### src/rtl/pipeline_pkg.sv
// Shared definitions for the pipeline hazard/stall controller.
//   state_t          : controller FSM states
//   MUL_LATENCY_DEF  : default cycles a multiply occupies Execute
//   REG_ADDR_W_DEF   : default register index width
package pipeline_pkg;

   localparam int MUL_LATENCY_DEF = 4;
   localparam int REG_ADDR_W_DEF  = 5;

   typedef enum logic [1:0] {
      RUN      = 2'd0,
      MUL_BUSY = 2'd1,
      MEM_WAIT = 2'd2
   } state_t;

endpackage

### src/rtl/pipeline_control_load_use_detect.sv
// Combinational load-use hazard detector.
// Flags when the load in Execute writes a register that the instruction in
// Decode actually reads. Register 0 is hardwired and never forms a hazard.
//   d_valid, d_rs1, d_rs2, d_uses_rs1, d_uses_rs2 : Decode-side sources
//   e_valid, e_is_load, e_rd                      : Execute-side load
//   hazard                                        : stall-one-cycle request
module load_use_detect #(
   parameter int REG_ADDR_W = 5
) (
   input  logic                  d_valid,
   input  logic [REG_ADDR_W-1:0] d_rs1,
   input  logic [REG_ADDR_W-1:0] d_rs2,
   input  logic                  d_uses_rs1,
   input  logic                  d_uses_rs2,
   input  logic                  e_valid,
   input  logic                  e_is_load,
   input  logic [REG_ADDR_W-1:0] e_rd,
   output logic                  hazard
);

   logic rs1_hit, rs2_hit;

   assign rs1_hit = d_uses_rs1 && (d_rs1 == e_rd);
   assign rs2_hit = d_uses_rs2 && (d_rs2 == e_rd);
   assign hazard  = e_valid && e_is_load && (e_rd != '0) && d_valid &&
                    (rs1_hit || rs2_hit);

endmodule

### src/rtl/pipeline_control.sv
// Pipeline stall / bubble / flush controller for a 5-stage in-order core.
// Handles, in priority order: data-cache miss, multi-cycle multiply,
// taken branch, load-use hazard.
//   clk, reset (async, active-high)
//   d_*      : Decode stage instruction info
//   e_*      : Execute stage instruction info
//   m_miss, m_mem_ready : Memory stage miss / refill return
//   fd_stall, de_stall, em_stall : hold the F/D, D/E, E/M registers
//   de_bubble, em_bubble         : load an invalid slot into D/E, E/M
//   flush                        : invalidate F/D and D/E
//   busy                         : controller not in RUN
module pipeline_control
   import pipeline_pkg::*;
#(
   parameter int MUL_LATENCY = MUL_LATENCY_DEF,
   parameter int REG_ADDR_W  = REG_ADDR_W_DEF
) (
   input  logic                  clk,
   input  logic                  reset,
   input  logic                  d_valid,
   input  logic [REG_ADDR_W-1:0] d_rs1,
   input  logic [REG_ADDR_W-1:0] d_rs2,
   input  logic                  d_uses_rs1,
   input  logic                  d_uses_rs2,
   input  logic                  e_valid,
   input  logic [REG_ADDR_W-1:0] e_rd,
   input  logic                  e_is_load,
   input  logic                  e_is_mul,
   input  logic                  e_branch_taken,
   input  logic                  m_miss,
   input  logic                  m_mem_ready,
   output logic                  fd_stall,
   output logic                  de_stall,
   output logic                  em_stall,
   output logic                  de_bubble,
   output logic                  em_bubble,
   output logic                  flush,
   output logic                  busy
);

   localparam int CW = $clog2(MUL_LATENCY) + 1;

   state_t        state, state_n;
   logic [CW-1:0] cnt, cnt_n;
   logic          hazard;
   logic          taken;

   load_use_detect #(.REG_ADDR_W(REG_ADDR_W)) u_lud (
      .d_valid    (d_valid),
      .d_rs1      (d_rs1),
      .d_rs2      (d_rs2),
      .d_uses_rs1 (d_uses_rs1),
      .d_uses_rs2 (d_uses_rs2),
      .e_valid    (e_valid),
      .e_is_load  (e_is_load),
      .e_rd       (e_rd),
      .hazard     (hazard)
   );

   assign taken = e_valid && e_branch_taken;
   assign busy  = (state != RUN);

   always_ff @(posedge clk or posedge reset) begin
      if (reset) begin
         state <= RUN;
         cnt   <= '0;
      end else begin
         state <= state_n;
         cnt   <= cnt_n;
      end
   end

   always_comb begin
      state_n   = state;
      cnt_n     = cnt;
      fd_stall  = 1'b0;
      de_stall  = 1'b0;
      em_stall  = 1'b0;
      de_bubble = 1'b0;
      em_bubble = 1'b0;
      flush     = 1'b0;
      case (state)
         RUN: begin
            if (m_miss) begin
               // cnt is left alone; it is 0 here, so the refill returns to RUN
               // and a pending multiply starts its sequence afterwards
               fd_stall = 1'b1;
               de_stall = 1'b1;
               em_stall = 1'b1;
               state_n  = MEM_WAIT;
            end else if (e_valid && e_is_mul) begin
               fd_stall  = 1'b1;
               de_stall  = 1'b1;
               em_bubble = 1'b1;
               cnt_n     = CW'(MUL_LATENCY - 1);
               state_n   = MUL_BUSY;
            end else if (taken) begin
               // flush also covers the load-use case: no de_bubble needed
               flush = 1'b1;
            end else if (hazard) begin
               fd_stall  = 1'b1;
               de_bubble = 1'b1;
            end
         end
         MUL_BUSY: begin
            if (m_miss) begin
               // cnt frozen so the multiply resumes where it left off
               fd_stall = 1'b1;
               de_stall = 1'b1;
               em_stall = 1'b1;
               state_n  = MEM_WAIT;
            end else if (cnt > CW'(1)) begin
               fd_stall  = 1'b1;
               de_stall  = 1'b1;
               em_bubble = 1'b1;
               cnt_n     = cnt - CW'(1);
            end else begin
               // final multiply cycle: result advances, pipeline released
               flush   = taken;
               cnt_n   = '0;
               state_n = RUN;
            end
         end
         MEM_WAIT: begin
            if (!m_mem_ready) begin
               fd_stall = 1'b1;
               de_stall = 1'b1;
               em_stall = 1'b1;
            end else begin
               // ready beats any coincident miss; that miss is seen next state
               flush   = taken;
               state_n = (cnt != '0) ? MUL_BUSY : RUN;
            end
         end
         default: begin
            cnt_n   = '0;
            state_n = RUN;
         end
      endcase
   end

endmodule

### config.mk
export PLATFORM = sky130hd
export DESIGN_NAME = pipeline_control
export DESIGN_NICKNAME = d
export VERILOG_FILES = /design/src/rtl/pipeline_pkg.sv /design/src/rtl/pipeline_control_load_use_detect.sv /design/src/rtl/pipeline_control.sv
export SDC_FILE = /design/constraint.sdc
export NUM_CORES = 1
export LEC_CHECK = 0
export ABC_AREA = 1
export CAP_MARGIN = 20
export CORE_MARGIN = 1.5
export CORE_UTILIZATION = 42
export DETAILED_ROUTE_END_ITERATION = 7
export PLACE_DENSITY_LB_ADDON = 0.15
export SLEW_MARGIN = 20
export SYNTH_ARGS = -nofsm -noshare
export SYNTH_HDL_FRONTEND = slang
export SYNTH_SLANG_ARGS = --single-unit
### constraint.sdc
create_clock -name clk -period 2.5 [get_ports clk]
set_input_delay 0.5 -clock clk [delete_from_list [all_inputs] [get_ports clk]]
set_output_delay 0.5 -clock clk [all_outputs]
set_load 0.02 [all_outputs]
==> results of run 1 <==
-- cell type report --
class	count	area, um^2	area share
multi-input combinational	90	417	0.397
timing repair buffer	39	362	0.344
sequential	5	125	0.119
inverter	27	101	0.0965
clock buffer	4	26.3	0.0250
tap	15	18.8	0.0179
-- critical path, stage by stage --
cell	delay, ns
clkdlybuf4s50_1	0.51
inv_1	0.09
nand2_1	0.06
nand2_1	0.06
nor2_1	0.11
nand3_1	0.08
nand2_1	0.07
nand2_1	0.06
nand2_1	0.09
clkbuf_2	0.19
-- how the worst max path moves through the flow --
stage	from	end	slack, ns	cells after the start
after floorplan	state[0]	em_bubble	0.67	3
after global placement	e_rd[4]	de_bubble	-0.18	10
after detailed placement	e_rd[4]	fd_stall	-0.24	10
after CTS	m_mem_ready	em_stall	0.01	5
after global routing	m_miss	flush	0.02	7
final	e_rd[4]	fd_stall	0.18	10
-- stage by stage --
step                cell area, um^2  worst slack, ns  utilization
finish                         1050            0.184        0.768
global route                   1050           0.0235        0.768
CTS                            1050           0.0131        0.772
detailed placement             1030           -0.236        0.757
global placement               1030           -0.183        0.757
floorplan                       643            0.673            -
-- cell families (layout without fill, tap and decap cells) --
group	count (synthesis)	after routing	share of synthesized area
flip-flops	5	5	0.195
AO/OA/AOI/OAI	15	15	0.132
adder cells (fa/ha/maj)	3	3	0.0584
buffers and inverters	27	70	0.158
AND/OR/NAND/NOR	72	72	0.457
-- power by group through the flow --
stage / clock network (mW) / logic [mW] / registers, mW
finish: 0.0938 / 0.465 / 0.157
global route: 0.104 / 0.520 / 0.161
CTS: 0.0943 / 0.468 / 0.155
detailed placement: 0 / 0.486 / 0.156
global placement: 0 / 0.467 / 0.154
floorplan: 0 / 0.292 / 0.147
-- cells in the final DEF (no fill, tap or decap), drive strengths merged --
cell           count
a21oi              5
a31oi              1
buf                7
clkbuf             6
clkdlybuf4s50     26
dfrtp              5
dlygate4sd2        3
dlymetal6s2s       1
ha                 3
inv               27
nand2             46
nand3              8
nand4              2
nor2              14
nor3               1
o21ai              7
o21bai             1
o31ai              1
or2                1
-- timing repair --
action                     CTS  global route
hold endpoints to repair     0             0
gates resized for setup      5             5
setup endpoints to repair    5             3
-- per-layer routing --
| layer | routed length [um] | up-vias | track usage | part of all wire |
|---|---|---|---|---|
| li1 | - | 461 | - | - |
| met1 | 729 | 367 | 0.239 | 0.42 |
| met2 | 860 | 30 | 0.369 | 0.50 |
| met3 | 71 | 8 | 0.0259 | 0.041 |
| met4 | 70 | 0 | 0.119 | 0.040 |
| met5 | 0 | - | 0 | 0 |
-- flip-flops by register name, summed over array words and instances, names as in the netlist --
register	flops
state	2
cnt	3
==> impl_results.md, run 1 <==
* DR vias at 866
* Placed insts at 176
* Final setup viols at 0
* Rows at 13
* Core area at 1370 um^2
* FFs w/ async S/R, synth at 1.00
* CTS max path bufs at 2
* Root Driver: clkbuf_4
* Count leader, synth: nand2_1
* Worst hold slack at 0.453 ns
* Yosys top cell area share at 0.263
* Antenna Cells at 0
* Max Clock Freq at 0.432 GHz
* Crit. End Element: output pin
* Critical Path RT at 2.00 ns
* Final count of hold timing violations at 0
* Count of pins over their slew limit at 0
* Final wirelength at 1730 um
* Largest net degree at the start of global routing at 7
* Net Sw Frac at 0.485
* Setup CP Type: in -> out
* CP arrival at 1.82 ns
* R2R depth at 8
* FF-to-FF Start: cnt[1]
* CTS sink count at 5
* Most common flop cell mapped by yosys: dfrtp_1
* Clock Latency Late Sink at 0.24 ns
* Yosys cell types at 17
* Setup Fix Bufs, Post-CTS at 0
* Tmin final at 2.32 ns
* PwrDens at 681 nW/um^2
* Synthesis-stage register bit count at 5
* DR WL/cell at 9.62 um
* Hold Buf Count CTS at 0
* Syn_nets at 151
* Unrepaired setup endpoints after global routing: no
* Initial antenna violation count at 0
* Outcome: finished, final reports clean
* Clk pwr share at 0.131
* Top cells by count, synth: nand2_1 (45), inv_1 (26), nor2_1 (14)
* All-Layer GR Usage at 0.208
* Final setup TNS at 0 ns
* Sequential share of the synthesized area at 0.195
* H-tree depth at 1
* Die ar. at 1770 um^2
* Number of buffers created by CTS at 3
* Synth area leaders: nand2_1 (26%), dfrtp_1 (19%), inv_1 (15%)
* Post-Layout Cell Count at 180
* R2R Path End: cnt[1]
* Worst hold path class: in -> async
* DRC viols at 0
* First-pass GRT wire length at 2920 um
* Yosys warns at 0
* Int Power at 0.368 mW
* Worst vdd ir at 0.431 mV
* Number of global-route vias before repair at 783
* Overall power at 0.715 mW
* Initial DRC Count at 12
* Critical Path Source Type: input port
* Post-synth EDFFs at 0
* Worst Skew at 0.00289 ns
* Vias per cell at 4.81
* Syn Area/Cell at 5.27 um^2
* Synth-to-Final Area Change at 63.2%
* Flop pwr share at 0.219
* Drt first pass iters at 4
* Reg clk slew, reported paths at 0.04 ns
* Slew of the pin with the lowest slew margin at 0.286 ns
* TritonCTS clock tree: built
* Post-Syn Area at 643 um^2
* GPL Wtd Cong at 0.861
* Initial core utilization at 0.471
* Die width at 42.1 um
* Logic gate share of total power at 0.650
* GRT overflow at 0
* Ports at 33
* Relative slew slack at 0.809
* PortBufs at 32
* Syn Inst Count at 122
* Die Y at 42.1 um
* Dpl hpwl at 1510 um
* Layout cell share with drive strength beyond 1 at 0.0970
* Net switching power at 0.347 mW
* Antenna-violating nets left at 0
* Leakage at 0.617 nW
* Max-cap viol count at 0
* Fill cells at 108
* Final period util at 0.927
* Final net count at 195
* Largest area contributor in the netlist: nand2_1
* R2R setup slack at 1.13 ns
* Maximum fanout along the worst path at 3
No activity file was read; power rests on OpenSTA's default activity.
==> run 2, diff against run 1 <==
--- a/config.mk
+++ b/config.mk
@@ -10,7 +10,8 @@
 export CORE_MARGIN = 1.5
 export CORE_UTILIZATION = 42
 export DETAILED_ROUTE_END_ITERATION = 7
-export PLACE_DENSITY_LB_ADDON = 0.15
+export GPL_TIMING_DRIVEN = 0
+export PLACE_DENSITY = 0.95
 export SLEW_MARGIN = 20
 export SYNTH_ARGS = -nofsm -noshare
 export SYNTH_HDL_FRONTEND = slang
==> impl_results.md, run 2 (synthesized netlist as in run 1, its figures left out) <==
* Outcome: finished, final reports clean
* Tmin final at 2.37 ns (+0.0513 ns)
* Setup CP Type: in -> out
* Final wirelength at 1710 um (-1.0%)
* Max-cap viol count at 0 (unchanged)
* Largest register FFs at 3 (unchanged)
* Die ar. at 1770 um^2 (unchanged)
* Initial antenna violation count at 0 (unchanged)
* Core area at 1370 um^2 (unchanged)
* Antenna-violating nets left at 0 (unchanged)
* Die width at 42.1 um (unchanged)
* TritonCTS clock tree: built
* PwrDens at 695 nW/um^2 (+2.0%)
* Worst vdd ir at 0.493 mV (+14%)
* Worst hold path class: in -> async
* CP arrival at 1.87 ns (+0.05 ns)
* Die Y at 42.1 um (unchanged)
* Number of buffers created by CTS at 3 (unchanged)
* CTS max path bufs at 2 (unchanged)
* Fill cells at 120 (+11%)
* Synth-to-Final Area Change at 54.7%
* Largest regs: cnt: 3 flops, state: 2 flops
* GPL Wtd Cong at 0.863 (+0.17%)
* Ports at 33 (unchanged)
* Rows at 13 (unchanged)
* H-tree depth at 1 (unchanged)
* Final setup TNS at 0 ns (unchanged)
* Dpl hpwl at 1520 um (+0.81%)
* Count of pins over their slew limit at 0 (unchanged)
* R2R setup slack at 1.12 ns (about the same)
* Pre-CTS WS at -0.207 ns (+0.0289 ns)
* Critical Path RT at 2.00 ns (about the same)
* Final period util at 0.947 (+0.0205)
* Initial core utilization at 0.471 (unchanged)
* Crit. End Element: output pin
* GRT overflow at 0 (unchanged)
* Final net count at 188 (-3.6%)
* Max Clock Freq at 0.422 GHz (-2.2%)
* Leading cell types in the layout, fill and taps excluded: nand2_1 (45), clkdlybuf4s50_1 (27), inv_1 (25)
* DR vias at 866 (unchanged)
* Most common cell after layout, fill and taps aside: nand2_1
* Drt first pass iters at 4 (unchanged)
* Critical Path Source Type: input port
* Largest net degree at the start of global routing at 7 (unchanged)
* PnR worst setup slack at 0.132 ns (-0.0513 ns)
* R2R depth at 8 (unchanged)
* First-pass GRT wire length at 3040 um (+4.0%)
* Largest Register: cnt
* Worst hold slack at 0.455 ns (+0.00186 ns)
* Initial DRC Count at 31 (+19)
* R2R Path End: cnt[1]
* Unrepaired setup endpoints after global routing: no
* FF-to-FF Start: cnt[1]
* CTS sink count at 5 (unchanged)
* Final count of hold timing violations at 0 (unchanged)
* Final setup viols at 0 (unchanged)
* Vias per cell at 5.01 (+4.0%)
* DR WL/cell at 9.91 um (+3.0%)
* Slew of the pin with the lowest slew margin at 0.276 ns (-0.00953 ns)
* Reg clk slew, reported paths at 0.04 ns (about the same)
* Leakage at 0.572 nW (-7.3%)
* Maximum fanout along the worst path at 6 (+3)
* Crit. Startpoint: m_miss
* Setup Fix Bufs, Post-CTS at 0 (unchanged)
* DRC viols at 0 (unchanged)
* PortBufs at 32 (unchanged)
* Relative slew slack at 0.814 (+0.00548)
* Antenna Cells at 0 (unchanged)
* Number of global-route vias before repair at 825 (+5.4%)
* Overall power at 0.691 mW (-3.3%)
* Layout cell share with drive strength beyond 1 at 0.0633 (-0.0337)
* Root Driver: clkbuf_4
* Worst Skew at 0.00480 ns (+0.00190 ns)
* Core Util, Final at 0.728 (-0.0403)
* Clock Latency Late Sink at 0.23 ns (about the same)
* All-Layer GR Usage at 0.211 (+0.00230)
run 2: critical path, cell delays in order:
cell	delay, ns
clkdlybuf4s50_1	0.56
inv_2	0.09
nand2_1	0.14
nor2_1	0.05
a31oi_1	0.13
a21oi_1	0.08
dlygate4sd2_1	0.32
run 2: final cells by class:
class                           count  area [um^2]  share of cell area
Multi-Input combinational cell     90          417               0.419
Timing Repair Buffer               32          307               0.308
Sequential cell                     5          125               0.126
Inverter                           27          101               0.102
Clock buffer                        4         26.3              0.0264
Tap cell                           15         18.8              0.0189
run 2: report_power, final:
| group | internal, mW | total (mW) | switching (mW) |
|---|---|---|---|
| Clock | 0.0601 | 0.0893 | 0.0292 |
| Combinational | 0.181 | 0.445 | 0.264 |
| Sequential | 0.118 | 0.157 | 0.0394 |
run 2: routing by layer:
| layer | track usage | routed length (um) |
|---|---|---|
| met1 | 0.240 | 704 |
| met2 | 0.388 | 853 |
| met3 | 0.0388 | 140 |
| met4 | 0.0750 | 16 |
| met5 | 0 | 0 |
run 2: worst max-delay path by stage:
stage	end	depth (start not counted)	slack, ns
2_1_floorplan	em_bubble	3	0.67
3_3_place_gp	de_bubble	10	-0.19
3_5_place_dp	de_bubble	10	-0.21
4_1_cts	de_bubble	10	0.06
5_1_grt	de_stall	8	0.05
6_report	flush	7	0.13
run 2: repair_timing:
action | in CTS | in global routing
gates resized for setup | 5 | 5
setup endpoints to repair | 5 | 3
hold buffers | 0 | 0
cloned | 0 | 0
run 2: through the flow:
stage | instances | instance area, um^2
finish | 173 | 995
global route | 173 | 995
CTS | 173 | 1000
detailed placement | 169 | 982
global placement | 169 | 982
floorplan | 122 | 643
